==> config.mk <==
export PLATFORM = sky130hd
export DESIGN_NAME = l1_dcache_tag_ctrl
export DESIGN_NICKNAME = d
export VERILOG_FILES = /design/src/rtl/l1_dcache_pkg.sv /design/src/rtl/l1_dcache_victim_sel.sv /design/src/rtl/l1_dcache_tag_ctrl.sv
export SDC_FILE = /design/constraint.sdc
export NUM_CORES = 1
export LEC_CHECK = 0
export CAP_MARGIN = 20
export CORE_MARGIN = 2
export CORE_UTILIZATION = 35
export CTS_BUF_LIST = sky130_fd_sc_hd__clkbuf_4
export DETAILED_ROUTE_END_ITERATION = 10
export MAX_ROUTING_LAYER = met4
export PLACE_DENSITY_LB_ADDON = 0.1
export SETUP_SLACK_MARGIN = 0.4
export SLEW_MARGIN = 10
export SYNTH_ARGS = -nofsm -noshare
export SYNTH_HDL_FRONTEND = slang
export SYNTH_SLANG_ARGS = --single-unit
export TNS_END_PERCENT = 10
==> constraint.sdc <==
create_clock -name clk -period 3.7 [get_ports clk]
set_input_delay 0.74 -clock clk [delete_from_list [all_inputs] [get_ports clk]]
set_output_delay 0.74 -clock clk [all_outputs]
set_load 0.005 [all_outputs]
==> src/rtl/l1_dcache_pkg.sv <==
// Shared types and address-field helpers for the L1 D-cache tag controller.
package l1_dcache_pkg;

  localparam int unsigned L1_ADDR_W   = 32;
  localparam int unsigned L1_TAG_W    = 20;
  localparam int unsigned L1_NUM_SETS = 64;
  localparam int unsigned L1_NUM_WAYS = 4;
  localparam int unsigned L1_IDX_W    = $clog2(L1_NUM_SETS);
  localparam int unsigned L1_WAY_W    = $clog2(L1_NUM_WAYS);
  localparam int unsigned L1_OFF_W    = L1_ADDR_W - L1_TAG_W - L1_IDX_W;

  typedef enum logic [2:0] {
    IDLE      = 3'd0,
    LOOKUP    = 3'd1,
    MISS_REQ  = 3'd2,
    WAIT_FILL = 3'd3,
    UPDATE    = 3'd4,
    RESP      = 3'd5
  } state_e;

  function automatic logic [L1_TAG_W-1:0] get_tag(input logic [L1_ADDR_W-1:0] addr);
    return addr[L1_ADDR_W-1 -: L1_TAG_W];
  endfunction

  function automatic logic [L1_IDX_W-1:0] get_index(input logic [L1_ADDR_W-1:0] addr);
    return addr[L1_OFF_W +: L1_IDX_W];
  endfunction

endpackage

==> src/rtl/l1_dcache_victim_sel.sv <==
// Replacement choice: lowest invalid way, otherwise the set's round-robin pointer.
module l1_dcache_victim_sel #(
  parameter int unsigned NUM_WAYS = 4,
  parameter int unsigned WAY_W    = 2
) (
  input  logic [NUM_WAYS-1:0] line_valid_i,
  input  logic [WAY_W-1:0]    rr_ptr_i,
  output logic [WAY_W-1:0]    victim_o,
  output logic                victim_was_valid_o
);

  // Scan from the top so the lowest invalid way is the last one written.
  always_comb begin
    victim_o           = rr_ptr_i;
    victim_was_valid_o = 1'b1;
    for (int w = NUM_WAYS - 1; w >= 0; w--) begin
      victim_o           = line_valid_i[w] ? victim_o : WAY_W'(w);
      victim_was_valid_o = victim_was_valid_o & line_valid_i[w];
    end
  end

endmodule

==> src/rtl/l1_dcache_tag_ctrl.sv <==
// L1 D-cache tag sequencer: lookup, victim pick, line-fill request and tag write-back.
module l1_dcache_tag_ctrl
  import l1_dcache_pkg::*;
#(
  parameter int unsigned ADDR_W   = 32,
  parameter int unsigned TAG_W    = 20,
  parameter int unsigned NUM_SETS = 64,
  parameter int unsigned NUM_WAYS = 4
) (
  input  logic                                clk,
  input  logic                                rst_n,
  input  logic                                req_valid,
  output logic                                req_ready,
  input  logic [ADDR_W-1:0]                   req_addr,
  input  logic                                inv_all,
  output logic                                resp_valid,
  output logic                                resp_hit,
  output logic [$clog2(NUM_WAYS)-1:0]         resp_way,
  output logic                                multi_hit,
  output logic                                fill_req_valid,
  input  logic                                fill_req_ready,
  output logic [ADDR_W-1:0]                   fill_req_addr,
  input  logic                                fill_done,
  output logic                                ta_we,
  output logic [$clog2(NUM_SETS)-1:0]         ta_index,
  output logic [$clog2(NUM_WAYS)-1:0]         ta_way,
  output logic [TAG_W-1:0]                    ta_tag,
  input  logic [NUM_WAYS-1:0][TAG_W-1:0]      ta_tag_out,
  input  logic [NUM_WAYS-1:0]                 ta_valid_out
);

  localparam int unsigned IDX_W = $clog2(NUM_SETS);
  localparam int unsigned WAY_W = $clog2(NUM_WAYS);
  localparam int unsigned OFF_W = ADDR_W - TAG_W - IDX_W;
  localparam logic [ADDR_W-1:0] LINE_MASK = {{(ADDR_W-OFF_W){1'b1}}, {OFF_W{1'b0}}};

  state_e               state_q, state_d;
  logic [ADDR_W-1:0]    addr_q;
  logic [WAY_W-1:0]     victim_q;
  logic                 victim_valid_q;
  logic                 resp_hit_q;
  logic [WAY_W-1:0]     resp_way_q;
  logic                 multi_q;
  logic [NUM_WAYS-1:0]  ctrl_valid_q [NUM_SETS];
  logic [WAY_W-1:0]     rr_ptr_q [NUM_SETS];

  logic [IDX_W-1:0]     idx_s;
  logic [TAG_W-1:0]     tag_s;
  logic [NUM_WAYS-1:0]  line_valid_s;
  logic [NUM_WAYS-1:0]  match_s;
  logic [WAY_W-1:0]     hit_way_s;
  logic                 multi_s;
  logic [WAY_W-1:0]     victim_s;
  logic                 victim_was_valid_s;

  assign idx_s        = addr_q[OFF_W +: IDX_W];
  assign tag_s        = addr_q[ADDR_W-1 -: TAG_W];
  assign line_valid_s = ctrl_valid_q[idx_s] & ta_valid_out;

  // Tag compare; the lowest matching way is reported, more than one match flags an error.
  always_comb begin
    hit_way_s = '0;
    for (int w = NUM_WAYS - 1; w >= 0; w--) begin
      match_s[w] = line_valid_s[w] && (ta_tag_out[w] == tag_s);
      hit_way_s  = match_s[w] ? WAY_W'(w) : hit_way_s;
    end
    multi_s = ($countones(match_s) > 32'd1);
  end

  l1_dcache_victim_sel #(
    .NUM_WAYS (NUM_WAYS),
    .WAY_W    (WAY_W)
  ) u_victim_sel (
    .line_valid_i       (line_valid_s),
    .rr_ptr_i           (rr_ptr_q[idx_s]),
    .victim_o           (victim_s),
    .victim_was_valid_o (victim_was_valid_s)
  );

  // State register.
  always_ff @(posedge clk or negedge rst_n) begin
    if (!rst_n) state_q <= IDLE;
    else        state_q <= state_d;
  end

  // Next-state logic.
  always_comb begin
    state_d = state_q;
    case (state_q)
      IDLE:      state_d = (req_valid && req_ready) ? LOOKUP : IDLE;
      LOOKUP:    state_d = (|match_s) ? RESP : MISS_REQ;
      MISS_REQ:  state_d = fill_req_ready ? WAIT_FILL : MISS_REQ;
      WAIT_FILL: state_d = fill_done ? UPDATE : WAIT_FILL;
      UPDATE:    state_d = RESP;
      RESP:      state_d = IDLE;
      default:   state_d = IDLE;
    endcase
  end

  // Output decode from the registered state.
  always_comb begin
    req_ready      = 1'b0;
    resp_valid     = 1'b0;
    fill_req_valid = 1'b0;
    ta_we          = 1'b0;
    case (state_q)
      IDLE:     req_ready      = rst_n & ~inv_all;
      MISS_REQ: fill_req_valid = 1'b1;
      UPDATE:   ta_we          = 1'b1;
      RESP:     resp_valid     = 1'b1;
      default:  req_ready      = 1'b0;
    endcase
    multi_hit = resp_valid & multi_q;
  end

  assign resp_hit      = resp_hit_q;
  assign resp_way      = resp_way_q;
  assign fill_req_addr = addr_q & LINE_MASK;
  assign ta_index      = idx_s;
  assign ta_way        = victim_q;
  assign ta_tag        = tag_s;

  // Request latch and lookup/fill result registers.
  always_ff @(posedge clk or negedge rst_n) begin
    if (!rst_n) begin
      addr_q         <= '0;
      victim_q       <= '0;
      victim_valid_q <= 1'b0;
      resp_hit_q     <= 1'b0;
      resp_way_q     <= '0;
      multi_q        <= 1'b0;
    end else begin
      if (state_q == IDLE && req_valid && req_ready) begin
        addr_q <= req_addr;
      end
      if (state_q == LOOKUP) begin
        resp_hit_q     <= |match_s;
        resp_way_q     <= hit_way_s;
        multi_q        <= multi_s;
        victim_q       <= victim_s;
        victim_valid_q <= victim_was_valid_s;
      end else if (state_q == UPDATE) begin
        resp_hit_q <= 1'b0;
        resp_way_q <= victim_q;
        multi_q    <= 1'b0;
      end
    end
  end

  // Authoritative valid bits and per-set replacement pointers.
  always_ff @(posedge clk or negedge rst_n) begin
    if (!rst_n) begin
      for (int s = 0; s < NUM_SETS; s++) begin
        ctrl_valid_q[s] <= '0;
        rr_ptr_q[s]     <= '0;
      end
    end else if (state_q == IDLE && inv_all) begin
      for (int s = 0; s < NUM_SETS; s++) begin
        ctrl_valid_q[s] <= '0;
      end
    end else if (state_q == UPDATE) begin
      ctrl_valid_q[idx_s][victim_q] <= 1'b1;
      if (victim_valid_q) begin
        rr_ptr_q[idx_s] <= victim_q + WAY_W'(1);
      end
    end
  end

endmodule
### Yosys cells after proc, flatten, opt, wreduce, memory -nomap -nowiden

Cells that the tools add are included.
W data, S select, Z words.

| word-level totals | value |
|---|---|
| output and inout bits | 68 |
| word-level logic and storage cells | 215 |
| bits in registers | 426 |

| operators by class | value |
|---|---|
| magnitude comparators | 5 |
| reduce and logical (&&, ||, !) cells | 15 |
| mux-type cells | 37 |
| add/subtract/negate cells | 4 |
| eq/ne operators | 9 |
| bitwise logic cells | 10 |

Operators by type and width:

| cell | count |
|---|---|
| $mux W256 | 2 |
| $or A256 B256 Y256 | 1 |
| $bwmux W128 | 1 |
| $eq A20 B20 Y1 | 4 |
| $mux W2 | 13 |
| $bmux W4 S6 | 1 |
| $demux W4 S6 | 1 |
| $pmux W3 S5 | 1 |
| $bmux W2 S6 | 1 |
| $demux W2 S6 | 1 |
| $mux W4 | 3 |
| $logic_and A1 B1 Y1 | 10 |
| $mux W1 | 10 |
| $ge A7 B7 Y1 const B | 1 |
| $lt A7 B1 Y1 const B | 1 |
| $not A6 Y7 | 1 |
| $eq A3 B2 Y1 const B | 2 |
| $eq A3 B3 Y1 const B | 2 |
| $mux W3 | 2 |
| $and A1 B1 Y1 | 5 |
| $add A1 B1 Y2 | 2 |
| $and A4 B4 Y4 | 1 |
| $reduce_bool A2 Y1 | 2 |
| $reduce_or A4 Y1 | 1 |
| other kinds (10) | 11 |

### Longest topological paths before layout

| depth | value |
|---|---|
| depth in word-level cells | 11 |
| mapped depth | 12 |
| mapped depth without buffers | 8 |

### Modules after synthesis

From an unflattened synthesis, not the netlist that was laid out.

| unflattened totals | value |
|---|---|
| cell total of the unflattened synthesis | 1880 |
| area total of the unflattened synthesis | 20295.7 um2 |

By module, submodules not included:

| module | instances | sequential area each (um2) | cells each | area each (um2) |
|---|---|---|---|---|
| l1_dcache_tag_ctrl | 1 | 10510.1 | 1873 | 20254.4 |
| l1_dcache_victim_sel | 1 | 0.0 | 7 | 41.3 |

### Worst setup path after synthesis

No wires, ideal clock.

| timing | value |
|---|---|
| path kind | register to register |
| from | register addr_q[6] |
| to | register multi_q |
| stages on the path, launching flop included | 10 |
| path slack | 0.929 ns |
| data arrival time | 2.705 ns |
| clock period less this slack | 2.771 ns |
| path through | dfrtp_1 -> buf_2 -> mux2_2 -> a221o_1 -> a222oi_1 -> o211ai_1 -> o31ai_4 -> fa_1 -> o21ai_0 -> a22o_1 |

| on the way | value |
|---|---|
| word-level cells in the longest chain between the ends | 10 |
| elaborated cells on any way between the ends | 14 |
| those cells by class | add/sub: 3; order compare: 1; mux: 4; bitwise: 2; reduce/logical: 4 |

Ends and longest elaborated chain:

| what | line | text |
|---|---|---|
| start, declared | l1_dcache_tag_ctrl.sv:38 | `logic [ADDR_W-1:0] addr_q;` |
| start signal, assigned | l1_dcache_tag_ctrl.sv:134 | `addr_q <= req_addr;` |
| $not A6 Y7 (not written as such) * | l1_dcache_tag_ctrl.sv:58 | `assign line_valid_s = ctrl_valid_q[idx_s] & ta_valid_out;` |
| $bmux W4 S6 * | l1_dcache_tag_ctrl.sv:58 |  |
| $mux W4 (not written as such) * (2 in series) | l1_dcache_tag_ctrl.sv:58 |  |
| $and A4 B4 Y4 * | l1_dcache_tag_ctrl.sv:58 |  |
| $logic_and A1 B1 Y1 | l1_dcache_tag_ctrl.sv:64 | `match_s[w] = line_valid_s[w] && (ta_tag_out[w] == tag_s);` |
| $add A1 B1 Y2 (not written as such) | l1_dcache_tag_ctrl.sv:67 | `multi_s = ($countones(match_s) > 32'd1);` |
| $add A2 B2 Y3 (not written as such) * | l1_dcache_tag_ctrl.sv:67 |  |
| $gt A3 B1 Y1 * | l1_dcache_tag_ctrl.sv:67 |  |
| $mux W1 * | l1_dcache_tag_ctrl.sv:136 | `if (state_q == LOOKUP) begin` |
| end signal, assigned | l1_dcache_tag_ctrl.sv:139 | `multi_q <= multi_s;` |
| end, declared | l1_dcache_tag_ctrl.sv:43 | `logic multi_q;` |

Mark *: on every way between the ends. The rest lies on a longest branch, timed or not. The select of a mux whose other input is x is not followed.
A chain may end at the register's enable or synchronous reset.

### Worst setup path in the final report

| timing | value |
|---|---|
| from | register addr_q[7] |
| to | register state_q[0] |

| on the way | value |
|---|---|
| word-level cells in the longest chain between the ends | 9 |
| elaborated cells on any way between the ends | 12 |
| those cells by class | mux: 5; bitwise: 2; reduce/logical: 5 |

Ends and longest elaborated chain:

| what | line | text |
|---|---|---|
| $not A6 Y7 (not written as such) * | l1_dcache_tag_ctrl.sv:58 |  |
| $bmux W4 S6 * | l1_dcache_tag_ctrl.sv:58 |  |
| $mux W4 (not written as such) * (2 in series) | l1_dcache_tag_ctrl.sv:58 |  |
| $and A4 B4 Y4 * | l1_dcache_tag_ctrl.sv:58 |  |
| $logic_and A1 B1 Y1 | l1_dcache_tag_ctrl.sv:64 |  |
| $reduce_or A4 Y1 * | l1_dcache_tag_ctrl.sv:91 | `LOOKUP: state_d = (\|match_s) ? RESP : MISS_REQ;` |
| $mux W3 * | l1_dcache_tag_ctrl.sv:91 |  |
| $pmux W3 S5 * | l1_dcache_tag_ctrl.sv:89 | `case (state_q)` |
| named net state_d[0] | l1_dcache_tag_ctrl.sv:37 | `state_e state_q, state_d;` |
| end signal, assigned | l1_dcache_tag_ctrl.sv:83 | `else state_q <= state_d;` |
| end, declared | l1_dcache_tag_ctrl.sv:37 |  |

The timed path passes the listed nets; every way through them passes the cells marked *. The select of a mux whose other input is x is not followed.

==> flow_summary.json <==
{
  "status": "finished, final reports clean",
  "fin_ws_ns": 0.453,
  "die_w_um": 245,
  "stdcell_count": 2940,
  "syn2layout_area_growth_pct": 21.7,
  "max-slew-margin-rel_pct": 35.9,
  "whs_ns": 0.324,
  "yosys.cell_types.count": 74,
  "antenna_found_initial": 3,
  "critPathRequiredTime_ns": 4.43,
  "dr_wl_met2_um": 32900,
  "setup_tns_ns": 0,
  "cts_tree": "yes",
  "dpl.hpwl_um": 47100,
  "clk_pin_slew_ns": 0.06,
  "cp.arrival_ns": 3.98,
  "overflow": 0,
  "crit_top_cell": "buf_4",
  "switching_power_mw": 6.14,
  "finalCriticalPeriod_ns": 3.25,
  "multi_input_area_mm2": 0.00882,
  "vias": 16300,
  "cts_buffers": 114,
  "syn_area_mm2": 0.0203,
  "p_seq_share_pct": 35.6,
  "synth-main-ff-cell": "dfrtp_1",
  "drt-total-wl_um": 71100,
  "dr.max_layer_used": "met4",
  "path_max_fanout": 14,
  "ys_top_cells_by_area": "dfrtp_1 52%, a22o_1 9.4%, mux2_2 5.3%, mux2i_1 2.8%, nor2_1 2.6%",
  "yosysTopAreaCellShare_pct": 51.7,
  "grt_max_degree": 166,
  "cap_viol_max_count": 0,
  "vdd_ir_drop_max_mv": 0.369,
  "final_common_cell": "dfrtp_1",
  "clock_latency_ns": 0.88,
  "p_sw_share_pct": 40.3,
  "grt_usage_pct": 24.6,
  "hold_path.class": "in -> async",
  "h-tree-depth": 3,
  "clk_path_buf_depth": 3,
  "crit_slowest_cell": "dfrtp_4",
  "final_util_pct": 42.9,
  "start_util_pct": 35.3,
  "netlist_instances": 1848,
  "final_layout_size_suffix_gt1_share_pct": 21.3,
  "dieArea_mm2": 0.0600,
  "grt_pass1_vias": 16800,
  "max_stage_delay_ns": 0.59,
  "path_cells": "buf_4, nand2_2, buf_4, o22ai_1, o21bai_1, o221ai_1, buf_4, o31ai_4, buf_4, ha_1, nand3_1, a211o_1",
  "end_kind": "flip-flop",
  "met3WireLength_um": 4430,
  "coreArea_mm2": 0.0576,
  "p_comb_share_pct": 37.9,
  "firstDrtPassIters": 6,
  "max_freq_ghz": 0.308,
  "grt_setup_unrepaired": "yes",
  "min_period_over_period_pct": 87.8,
  "ys_ff_latch": 420,
  "cellInternalPower_mw": 9.11,
  "synth.avg_cell_area_um2": 11.0,
  "wl_per_cell_um": 24.2,
  "m1WireLength_um": 31700,
  "power_frac_clock_pct": 26.6,
  "viasPerCell": 5.55,
  "die_h_um": 245,
  "layout_common_cells": "416 x dfrtp_1, 219 x a22o_1, 176 x clkdlybuf4s50_1",
  "gp_congestion": 0.903,
  "ios": 190,
  "async_flop_share_pct": 100,
  "yosysSeqAreaShare_pct": 51.7,
  "ant_nets": 0,
  "synth_edf_count": 0,
  "setup_violations": 0,
  "critPathKind": "reg -> reg",
  "finalHoldViolations": 0,
  "fin_worst_skew_ns": 0.0551,
  "grt_pass1_wl_um": 108000,
  "yosysWarnings": 0,
  "first_iter_violations": 1300,
  "layout.nets": 2209,
  "rows": 88,
  "power.density_mw_per_mm2": 617,
  "io_buffers": 177,
  "cts_root_buffer": "clkbuf_4",
  "maxSlewViolCount": 0,
  "synth_top_area_cell": "dfrtp_1",
  "dp_slack_ns": 0.134,
  "seq_area_mm2": 0.0105,
  "fillers": 5561,
  "drc": 0,
  "placedCellCount": 2720,
  "cp-start-kind": "flip-flop",
  "clock_sinks": 420,
  "tightest_slew_ns": 0.961,
  "p_leak_nw": 10.9
}
synthesized netlist by cell type (6+ instances only):
cell type,number
a21oi_1,76
dfrtp_1,420
mux2i_1,56
mux2_2,95
a22oi_1,34
a32o_1,8
nand4_1,16
o31ai_1,13
buf_6,11
a221o_1,6
clkbuf_1,104
xor2_1,24
nand2b_1,7
inv_1,12
buf_4,40
buf_1,12
and3_1,6
o22a_1,6
o21ai_0,67
a221oi_1,24
nor2b_1,12
nor4_1,11
a31oi_1,17
nor2_1,143
and2_1,18
a32oi_1,8
a22o_1,219
xnor2_1,56
or3b_2,7
mux4_2,8
o32ai_1,7
buf_2,30
nand2_1,115
nand3_1,11
nor3_1,54
o22ai_1,24
stage by stage:
step,cell area [µm²],power [mW]
after floorplan,20300,8.34
after global placement,23200,11.1
after detailed placement,23200,11.1
after CTS,24600,15.3
after global routing,24700,16.0
final,24700,15.3
per-layer routing:
layer	up-vias	track usage [%]
met1	8274	32.5
met3	125	4.21
met5	-	-
li1	7331	-
met4	0	9.04
met2	578	37.9
what timing repair did:
action,CTS,global route
hold buffers,1,0
endpoints found under the setup margin,10,11
pin swaps,0,1
gates resized for setup,2,6
setup buffers,4,5
hold endpoints to repair,18,0
cell type report:
class                   instances  share of cell area, %
diodes                          2                 0.0202
clock inverters                45                  0.749
well taps                     765                   3.87
inverters                      13                  0.197
flip-flops and latches        420                   42.6
repair buffers                310                   12.0
clock buffers                 163                   4.95
multi-input cells            1222                   35.7
critical path: cells and delay by family (launching register included):
family,cells,cell delay [ns]
buffers and inverters,4,0.84
adder cells (fa/ha/maj),1,0.16
flip-flops,1,0.59
AND/OR/NAND/NOR,2,0.42
AO/OA/AOI/OAI,5,1.07
power by group through the flow:
stage          Sequential [mW]  Combinational, mW  Clock [mW]
2_1_floorplan             5.06               3.28           0
3_3_place_gp              5.57               5.53           0
3_5_place_dp              5.58               5.53           0
4_1_cts                   5.47               5.66        4.20
5_1_grt                   5.46               6.13        4.45
6_report                  5.43               5.78        4.05
state kept, by name (all words and copies together), names as in the netlist:
signal          cells
rr_ptr_q          128
multi_q             1
ctrl_valid_q      256
addr_q             26
ta_way              2
resp_way            2
victim_valid_q      1
state_q             3
resp_hit            1
worst paths after layout:
path | start | endpoint | slack [ns] | cells after the start
max in group asynchronous | rst_n | addr_q[7]$_DFFE_PN0P_ | 2.13 | 3
min in group clk | ctrl_valid_q[125]$_DFFE_PN0P_ | ctrl_valid_q[125]$_DFFE_PN0P_ | 0.47 | 2
worst max-delay path | addr_q[7]$_DFFE_PN0P_ | state_q[0]$_DFF_PN0_ | 0.45 | 12
worst max register to register | addr_q[7]$_DFFE_PN0P_ | state_q[0]$_DFF_PN0_ | 0.45 | 12
worst min-delay path | rst_n | rr_ptr_q[96]$_DFFE_PN0P_ | 0.32 | 2
worst min register to register | ctrl_valid_q[125]$_DFFE_PN0P_ | ctrl_valid_q[125]$_DFFE_PN0P_ | 0.47 | 2
logic make-up (layout without fill, tap and decap cells):
logic type	count (synthesis)	after routing	share of synthesized area, %
adders and majority gates	6	6	0.407
other	1	8	0.0185
and+or+nand+nor	427	427	9.89
AOI/OAI and AO/OA	541	541	20.2
xor gates and xnor gates	80	80	3.45
muxes	162	162	9.08
DFF	420	420	51.7
buffers and inverters	211	531	5.24
Power figures use the tool's default switching activity.
